### src/rtl/mem_arb_pkg.sv
// Shared definitions for the memory command port arbiter: FSM encodings and the
// default command word width used by the decoder and its neighbours.
package mem_arb_pkg;

  typedef enum logic [1:0] {
    ARB_IDLE    = 2'b00,
    ARB_ISSUE   = 2'b01,
    ARB_RESPOND = 2'b10
  } arb_state_t;

  localparam int CMD_W = 32;

endpackage

### src/rtl/mem_port_arbiter_rr_pick.sv
// rr_pick: combinational round-robin selector. Returns the first set request
// bit found scanning upward from last+1 (modulo NUM_REQ).
module rr_pick #(
  parameter  int NUM_REQ = 4,
  localparam int GRANT_W = $clog2(NUM_REQ)
) (
  input  logic [NUM_REQ-1:0] req,
  input  logic [GRANT_W-1:0] last,
  output logic [GRANT_W-1:0] winner,
  output logic               any_valid
);

  logic [2*NUM_REQ-1:0] req_dbl;
  logic [NUM_REQ-1:0]   rot;
  int                   off;
  int                   idx;

  assign req_dbl   = {req, req};
  assign any_valid = |req;

  // Rotate so bit 0 of rot is requester last+1, then take the lowest set bit.
  always_comb begin
    rot = NUM_REQ'(req_dbl >> (int'(last) + 1));
    off = 0;
    for (int j = NUM_REQ - 1; j >= 0; j--) begin
      if (rot[j]) off = j;
    end
    idx = int'(last) + 1 + off;
    if (idx >= NUM_REQ) idx = idx - NUM_REQ;
    winner = GRANT_W'(idx);
  end

endmodule

### src/rtl/mem_port_arbiter.sv
// mem_port_arbiter: round-robin share of the single memory command port, one
// command in flight. Optional issue timeout enabled by MEM_TIMEOUT_EN.
module mem_port_arbiter
  import mem_arb_pkg::*;
#(
  parameter  int NUM_REQ = 4,
  parameter  int WIDTH   = CMD_W,
  parameter  int TIMEOUT = 255,
  localparam int GRANT_W = $clog2(NUM_REQ)
) (
  input  logic                     clk,
  input  logic                     reset,
  input  logic [NUM_REQ-1:0]       req_start,
  input  logic [NUM_REQ*WIDTH-1:0] req_data,
  output logic [NUM_REQ-1:0]       req_ready,
  output logic                     mem_start,
  output logic [WIDTH-1:0]         mem_data,
  input  logic                     mem_ready,
  output logic [GRANT_W-1:0]       grant_id,
  output logic                     busy,
  output logic                     timeout_err
);

  arb_state_t         state, state_nxt;
  logic [GRANT_W-1:0] last, last_nxt;
  logic [GRANT_W-1:0] grant_nxt;
  logic [WIDTH-1:0]   data_nxt;
  logic               start_nxt;
  logic [NUM_REQ-1:0] ready_nxt;
  logic               busy_nxt;
  logic               terr_nxt;
  logic [GRANT_W-1:0] pick_winner;
  logic               pick_any;

  rr_pick #(.NUM_REQ(NUM_REQ)) u_rr_pick (
    .req       (req_start),
    .last      (last),
    .winner    (pick_winner),
    .any_valid (pick_any)
  );

`ifdef MEM_TIMEOUT_EN
  localparam int CNT_W = ($clog2(TIMEOUT + 1) > 8) ? $clog2(TIMEOUT + 1) : 8;
  logic [CNT_W-1:0] cnt, cnt_nxt;
  logic             expired;
  assign expired = (cnt == CNT_W'(TIMEOUT - 1));
`else
  localparam int unused_timeout = TIMEOUT;
`endif

  always_ff @(posedge clk) begin
    if (!reset) begin
      state       <= ARB_IDLE;
      last        <= GRANT_W'(NUM_REQ - 1);
      grant_id    <= '0;
      mem_data    <= '0;
      mem_start   <= 1'b0;
      req_ready   <= '0;
      busy        <= 1'b0;
      timeout_err <= 1'b0;
`ifdef MEM_TIMEOUT_EN
      cnt         <= '0;
`endif
    end else begin
      state       <= state_nxt;
      last        <= last_nxt;
      grant_id    <= grant_nxt;
      mem_data    <= data_nxt;
      mem_start   <= start_nxt;
      req_ready   <= ready_nxt;
      busy        <= busy_nxt;
      timeout_err <= terr_nxt;
`ifdef MEM_TIMEOUT_EN
      cnt         <= cnt_nxt;
`endif
    end
  end

  // Next state and next registered outputs; req_ready/timeout_err are pulses.
  always_comb begin
    state_nxt = state;
    last_nxt  = last;
    grant_nxt = grant_id;
    data_nxt  = mem_data;
    start_nxt = mem_start;
    ready_nxt = '0;
    busy_nxt  = busy;
    terr_nxt  = 1'b0;
`ifdef MEM_TIMEOUT_EN
    cnt_nxt   = cnt;
`endif
    unique case (state)
      ARB_IDLE: begin
        if (pick_any) begin
          grant_nxt = pick_winner;
          data_nxt  = req_data[int'(pick_winner)*WIDTH +: WIDTH];
          start_nxt = 1'b1;
          busy_nxt  = 1'b1;
          state_nxt = ARB_ISSUE;
`ifdef MEM_TIMEOUT_EN
          cnt_nxt   = '0;
`endif
        end
      end
      ARB_ISSUE: begin
        if (mem_ready) begin
          start_nxt = 1'b0;
          ready_nxt = {{(NUM_REQ-1){1'b0}}, 1'b1} << grant_id;
          last_nxt  = grant_id;
          state_nxt = ARB_RESPOND;
`ifdef MEM_TIMEOUT_EN
        end else if (expired) begin
          start_nxt = 1'b0;
          terr_nxt  = 1'b1;
          ready_nxt = {{(NUM_REQ-1){1'b0}}, 1'b1} << grant_id;
          last_nxt  = grant_id;
          state_nxt = ARB_RESPOND;
        end else begin
          cnt_nxt   = cnt + 1'b1;
`endif
        end
      end
      ARB_RESPOND: begin
        busy_nxt  = 1'b0;
        state_nxt = ARB_IDLE;
      end
      default: begin
        start_nxt = 1'b0;
        busy_nxt  = 1'b0;
        state_nxt = ARB_IDLE;
      end
    endcase
  end

endmodule

### config.mk
export PLATFORM = sky130hd
export DESIGN_NAME = mem_port_arbiter
export DESIGN_NICKNAME = d
export VERILOG_FILES = /design/src/rtl/mem_arb_pkg.sv /design/src/rtl/mem_port_arbiter_rr_pick.sv /design/src/rtl/mem_port_arbiter.sv
export SDC_FILE = /design/constraint.sdc
export NUM_CORES = 1
export LEC_CHECK = 0
export BUFFER_PORTS_ARGS = -buffer_cell sky130_fd_sc_hd__buf_2
export CAP_MARGIN = 20
export CORE_MARGIN = 3
export CORE_UTILIZATION = 40
export CTS_BUF_LIST = sky130_fd_sc_hd__clkbuf_8
export DETAILED_ROUTE_END_ITERATION = 10
export HOLD_SLACK_MARGIN = 0.03
export PLACE_DENSITY = 0.73
export SLEW_MARGIN = 20
export SYNTH_ARGS = -nofsm -noshare
export SYNTH_HDL_FRONTEND = slang
export SYNTH_SLANG_ARGS = --single-unit
### constraint.sdc
create_clock -name clk -period 3.4 [get_ports clk]
set_input_delay 0.51 -clock clk [delete_from_list [all_inputs] [get_ports clk]]
set_output_delay 0.51 -clock clk [all_outputs]
set_load 0.01 [all_outputs]
Word level (Yosys, flattened, before mapping)
Index checks and enable logic that the tools add are counted.
{"block": "op_classes", "addsub": 3, "n_lt_le_gt_ge": 1, "n_eq_ne": 4, "shifts": 3, "n_mux": 12, "bitwise_logic": 2, "reduce_logical": 8}
{"cell": "$shiftx 128x8->32", "n": 1}
{"cell": "$ge 32x4->1 const B", "n": 1}
{"cell": "$shr 8x32->4", "n": 1}
{"cell": "$mux 2", "n": 7}
{"cell": "$reduce_and 2->1", "n": 4}
{"cell": "$reduce_and 3->1", "n": 2}
{"cell": "$add 3x2->4", "n": 1}
{"cell": "$ne 2x2->1 const B", "n": 2}
{"cell": "$pmux 2 s2", "n": 1}
{"cell": "$reduce_or 4->1", "n": 1}
{"cell": "$shl 1x2->4 const A", "n": 1}
{"cell": "$add 2x1->3 const B", "n": 1}
{"cell": "$pmux 1 s3", "n": 1}
{"cell": "$eq 2x1->1 const B", "n": 1}
{"cell": "$eq 2x2->1 const B", "n": 1}
{"cell": "$logic_not 2->1", "n": 1}
{"cell": "$mux 1", "n": 2}
{"cell": "$not 1->1", "n": 2}
{"cell": "$pmux 1 s2", "n": 1}
{"cell": "$sub 2x1->2 const B", "n": 1}
{"block": "totals", "reg_bits": 44, "inputBits": 135, "out_inout_bits": 41}

Longest topological paths before layout
{"block": "logic_depth", "depth_word": 10, "mapped_depth": 12}

Modules after synthesis
From an unflattened synthesis, not the netlist that was laid out.
{"block": "unflattened", "cells_unflattened": 179, "hier_area_um2": 2353.5}
{"mod": "mem_port_arbiter", "n_inst": 1, "cells_per_inst": 155, "area_each_um2": 2179.6, "seq_area_each_um2": 880.8}
{"mod": "rr_pick", "n_inst": 1, "cells_per_inst": 24, "area_each_um2": 173.9, "seq_area_each_um2": 0.0}

Worst setup path after synthesis
OpenSTA, ideal clock, no wires.
{"block": "synth_path", "path_type": "input port to flip-flop", "start": "input req_start[1]", "end": "register mem_data[3]", "t_arrival_ns": 2.531, "slack_ns": 0.733, "stages": 11, "cell_sequence": "buf_2 > nor2_1 > a221oi_1 > a21oi_1 > a211oi_1 > ha_1 > buf_2 > clkbuf_1 > mux2_2 > mux2i_1 > a221oi_2"}
{"block": "synth_via", "elab_chain_cells": 9}
{"item": "from (decl)", "line_no": "mem_port_arbiter.sv:13", "source": "input logic [NUM_REQ-1:0] req_start,"}
{"item": "$shr 8x32->4", "line_no": "mem_port_arbiter_rr_pick.sv:23", "source": "rot = NUM_REQ'(req_dbl >> (int'(last) + 1));"}
{"item": "$mux 2 (4 in series)", "line_no": "mem_port_arbiter_rr_pick.sv:26", "source": "if (rot[j]) off = j;"}
{"item": "$add 3x2->4", "line_no": "mem_port_arbiter_rr_pick.sv:28", "source": "idx = int'(last) + 1 + off;"}
{"item": "$ge 32x4->1 or $sub 2x1->2 (tied branches)", "line_no": "mem_port_arbiter_rr_pick.sv:29", "source": "if (idx >= NUM_REQ) idx = idx - NUM_REQ;"}
{"item": "$mux 2", "line_no": "mem_port_arbiter_rr_pick.sv:29"}
{"item": "$shiftx 128x8->32", "line_no": "mem_port_arbiter.sv:96", "source": "data_nxt = req_data[int'(pick_winner)*WIDTH +: WIDTH];"}
{"item": "to (signal assigned)", "line_no": "mem_port_arbiter.sv:68", "source": "mem_data <= data_nxt;"}
{"item": "to (decl)", "line_no": "mem_port_arbiter.sv:17", "source": "output logic [WIDTH-1:0] mem_data,"}
Several ways; a longest one is shown, not always the timed one.
A chain may end at the register's enable or synchronous reset.

Worst setup path in the final report
{"block": "layout_path", "start": "register last[0]", "end": "register mem_data[21]"}
{"block": "layout_via", "elab_chain_cells": 10}
{"item": "from (decl)", "line_no": "mem_port_arbiter.sv:25", "source": "logic [GRANT_W-1:0] last, last_nxt;"}
{"item": "from (signal assigned)", "line_no": "mem_port_arbiter.sv:54", "source": "last <= GRANT_W'(NUM_REQ - 1);"}
{"item": "from (signal assigned)", "line_no": "mem_port_arbiter.sv:66", "source": "last <= last_nxt;"}
{"item": "$add 2x1->3 (*)", "line_no": "mem_port_arbiter_rr_pick.sv:23, mem_port_arbiter_rr_pick.sv:28"}
{"item": "$shr 8x32->4", "line_no": "mem_port_arbiter_rr_pick.sv:23"}
{"item": "$mux 2 (4 in series)", "line_no": "mem_port_arbiter_rr_pick.sv:26"}
{"item": "$add 3x2->4 (*)", "line_no": "mem_port_arbiter_rr_pick.sv:28"}
{"item": "$ge 32x4->1 or $sub 2x1->2 (tied branches)", "line_no": "mem_port_arbiter_rr_pick.sv:29"}
{"item": "$mux 2 (*)", "line_no": "mem_port_arbiter_rr_pick.sv:29"}
{"item": "$shiftx 128x8->32 (*)", "line_no": "mem_port_arbiter.sv:96"}
Mark *: on every way between the ends. The rest lies on a longest branch, timed or not.

==> results by group <==
Status
  – Status: complete, no violations

Detailed routing
  – Via/cell ratio: 5.45
  – DRT Wirelength: ~8900 µm
  – DRC viols: 0
  – Via count: between 3,000 and 4,000
  – Starting DRT DRC Count: a little over 100
  – First-pass DRT Iterations: 4
  – WL/cell: approximately 15 µm
  – Antenna-violating nets left: 0

Synth
  – Syn Nets: 459
  – Syn Area/Cell: 9.91 µm²
  – Synth Area in Compound Gates: 0.175
  – Main combinational cell family by area after synthesis: multiplexers
  – Mux cell area share after synthesis: 0.421
  – Cell count after synthesis: ~320
  – Post-synthesis sequential area ratio: 0.275
  – Post-Synth XOR/XNOR Area: 0.00782
  – Simple-gate portion of the synthesized area: 0.0473
  – Yosys Warn Count: 0
  – Ys async rst share: 0
  – Mapped cell area: 3200 µm²
  – Adder-Cell Fraction of Synth Area: 0.00391
  – Netlist cell types: 34
  – Post-synth top flop: dfxtp_1
  – Post-synth EDFFs: 0
  – Number of synthesized register bits: 44

STA
  – Final hold violations: 0
  – Final Skew: about 0.0088 ns
  – Relative slew slack: 0.563
  – Final worst path period share: 0.811
  – Setup-failing EPs final: 0
  – Slew Limit Fails: 0
  – Post-Route Setup TNS: 0 ns
  – RSZ-0062 raised after global routing: no
  – Hold_ws: around 0.49 ns
  – Slew @ Worst Pin: around 0.66 ns
  – Shortest period the worst path allows: around 2.8 ns
  – Fmax: 363 MHz

Clock tree
  – Clock Path Buffers: 2
  – # H-tree levels: 2
  – PostCTS Resize Cnt: 0
  – TritonCTS clock tree: built
  – Hold-fix buffers, CTS: 0
  – Setup bufs post-CTS: 0
  – # clock sinks: 44
  – CTS buffer count: 5
  – Clock latency on the worst-skew pair: 0.30 ns
  – Reg clk slew, reported paths: 0.09 ns
  – Root buffer cell: clkbuf_8

Cells and area
  – Final instance area: approximately 4200 µm²
  – Layout Area Growth over Synthesis: 32.2%
  – Most frequent cells in the layout: buf_2 (174), mux2i_1 (65), mux2_2 (62)
  – Layout filler cell count: about 680
  – Commonest non-fill, non-tap cell in the layout: buf_2
  – Fraction of layout cells with a size suffix above 1: 0.536
  – Final Non-Filler Cells: just under 600
  – Fin nets: approximately 600
  – N_diodes: 0

Worst setup path
  – Critical Path End Type: register
  – Crit Path Class: register to register
  – WP data required: around 3.6 ns
  – Startpoint class of the critical path: register
  – Critical-path maximum fanout: 17
  – WP data arrival: 2.92 ns

GRT
  – Initial antenna violation count: 0
  – Vias in the first global route: approximately 3,100
  – Tot GR Track Use: 0.183
  – Grt ovf: 0
  – Global-route wire length before repair: approximately 14,000 µm
  – Largest net degree at the start of global routing: 37

Placement
  – IO buf count: 174
  – Post-Place Cell Area: 4120 µm²
  – Gpl congestion: about 0.81
  – # placed instances: 574
  – DP HPWL: between 6000 and 7000 µm

Hold path
  – Hold WC Path Type: register to register

Power and ir drop
  – IR drop worst, VDD: ~0.00019 V
  – Static leakage: 2.24 nW
  – Pwr Density: roughly 460 nW/µm²

Floorplan
  – Die width: between 90 and 100 µm
  – Die area: 9110 µm²
  – CORE AREA: 7520 µm²
  – Site Rows: 31
  – Starting Density: 0.426
  – Die height: approximately 95 µm
  – IO Pins: between 150 and 200

Run
  – Maxcap violations: 0
[kinds of logic after synthesis]
family | Yosys count
adder cells (fa/ha/maj) | 1
other | 1
XOR/XNOR | 2
multiplexers | 127
AO/OA/AOI/OAI | 80
AND/OR/NAND/NOR | 34
buffers and inverters | 34
flip-flops | 44
[cell usage after synthesis (4+ instances only)]
| cell | n | area share |
|---|---|---|
| buf_6 | 4 | 0.014 |
| o21ai_0 | 33 | 0.052 |
| buf_2 | 7 | 0.011 |
| nand2_1 | 9 | 0.011 |
| clkbuf_1 | 14 | 0.016 |
| nor2_1 | 15 | 0.018 |
| dfxtp_1 | 44 | 0.28 |
| mux2i_1 | 65 | 0.20 |
| a21oi_1 | 4 | 0.0063 |
| a221oi_1 | 31 | 0.085 |
| mux2_2 | 62 | 0.22 |
[path summary, 6_finish.rpt]
check                            start                   endpoint  slack (ns)  cells past startpoint
setup / recovery  last[0]$_SDFFE_PN1P_  mem_data[21]$_SDFFE_PN0P_        0.64                     10
hold / removal       busy$_SDFFE_PN0P_          busy$_SDFFE_PN0P_        0.49                      2
setup reg to reg  last[0]$_SDFFE_PN1P_  mem_data[21]$_SDFFE_PN0P_        0.64                     10
hold reg to reg      busy$_SDFFE_PN0P_          busy$_SDFFE_PN0P_        0.49                      2
[through the flow]
step | util | setup WS (ns) | total power [W]
6_report | 0.563 | 0.644 | 0.00193
3_3_place_gp | 0.547 | 0.588 | 0.00150
2_1_floorplan | - | 0.733 | 0.00126
3_5_place_dp | 0.547 | 0.528 | 0.00153
5_1_grt | 0.563 | 0.412 | 0.00206
4_1_cts | 0.563 | 0.649 | 0.00195
[worst max-delay path: stages, from the launching register on]
cell      delay [ns]
dfxtp_1         0.38
inv_1           0.19
nor2_1          0.07
a221oi_1        0.24
a21oi_1         0.07
a211oi_1        0.26
ha_2            0.23
xnor2_1         0.13
nor2_2          0.55
buf_4           0.36
a221oi_1        0.13
[routing by layer]
layer,part of all wire,global-route usage,wire length (µm)
met3,0.076,0.0324,676
met1,0.39,0.208,3460
met5,0,0,0
met2,0.52,0.341,4670
met4,0.014,0.0592,128
[final cells by class]
class	instances	area, µm²	share of cell area
Clock buffer	5	68.8	0.0163
Clock inverter	3	46.3	0.0109
Sequential cell	44	881	0.208
Multi-Input combinational cell	245	2140	0.505
Tap cell	99	124	0.0293
Timing Repair Buffer	183	963	0.228
Inverter	3	11.3	0.00266
[flip-flops by register name, summed over array words and instances, names as in the netlist]
signal and count:
busy 1, grant_id 2, last 2, mem_data 32
mem_start 1, req_ready 4, state 2
[where the power goes]
| group | internal, W | switching (W) | total (W) |
|---|---|---|---|
| registers | 0.000595 | 0.0000454 | 0.000641 |
| clock network | 0.000222 | 0.000193 | 0.000415 |
| logic | 0.000449 | 0.000431 | 0.000880 |
(Power assumes the default switching activity.)
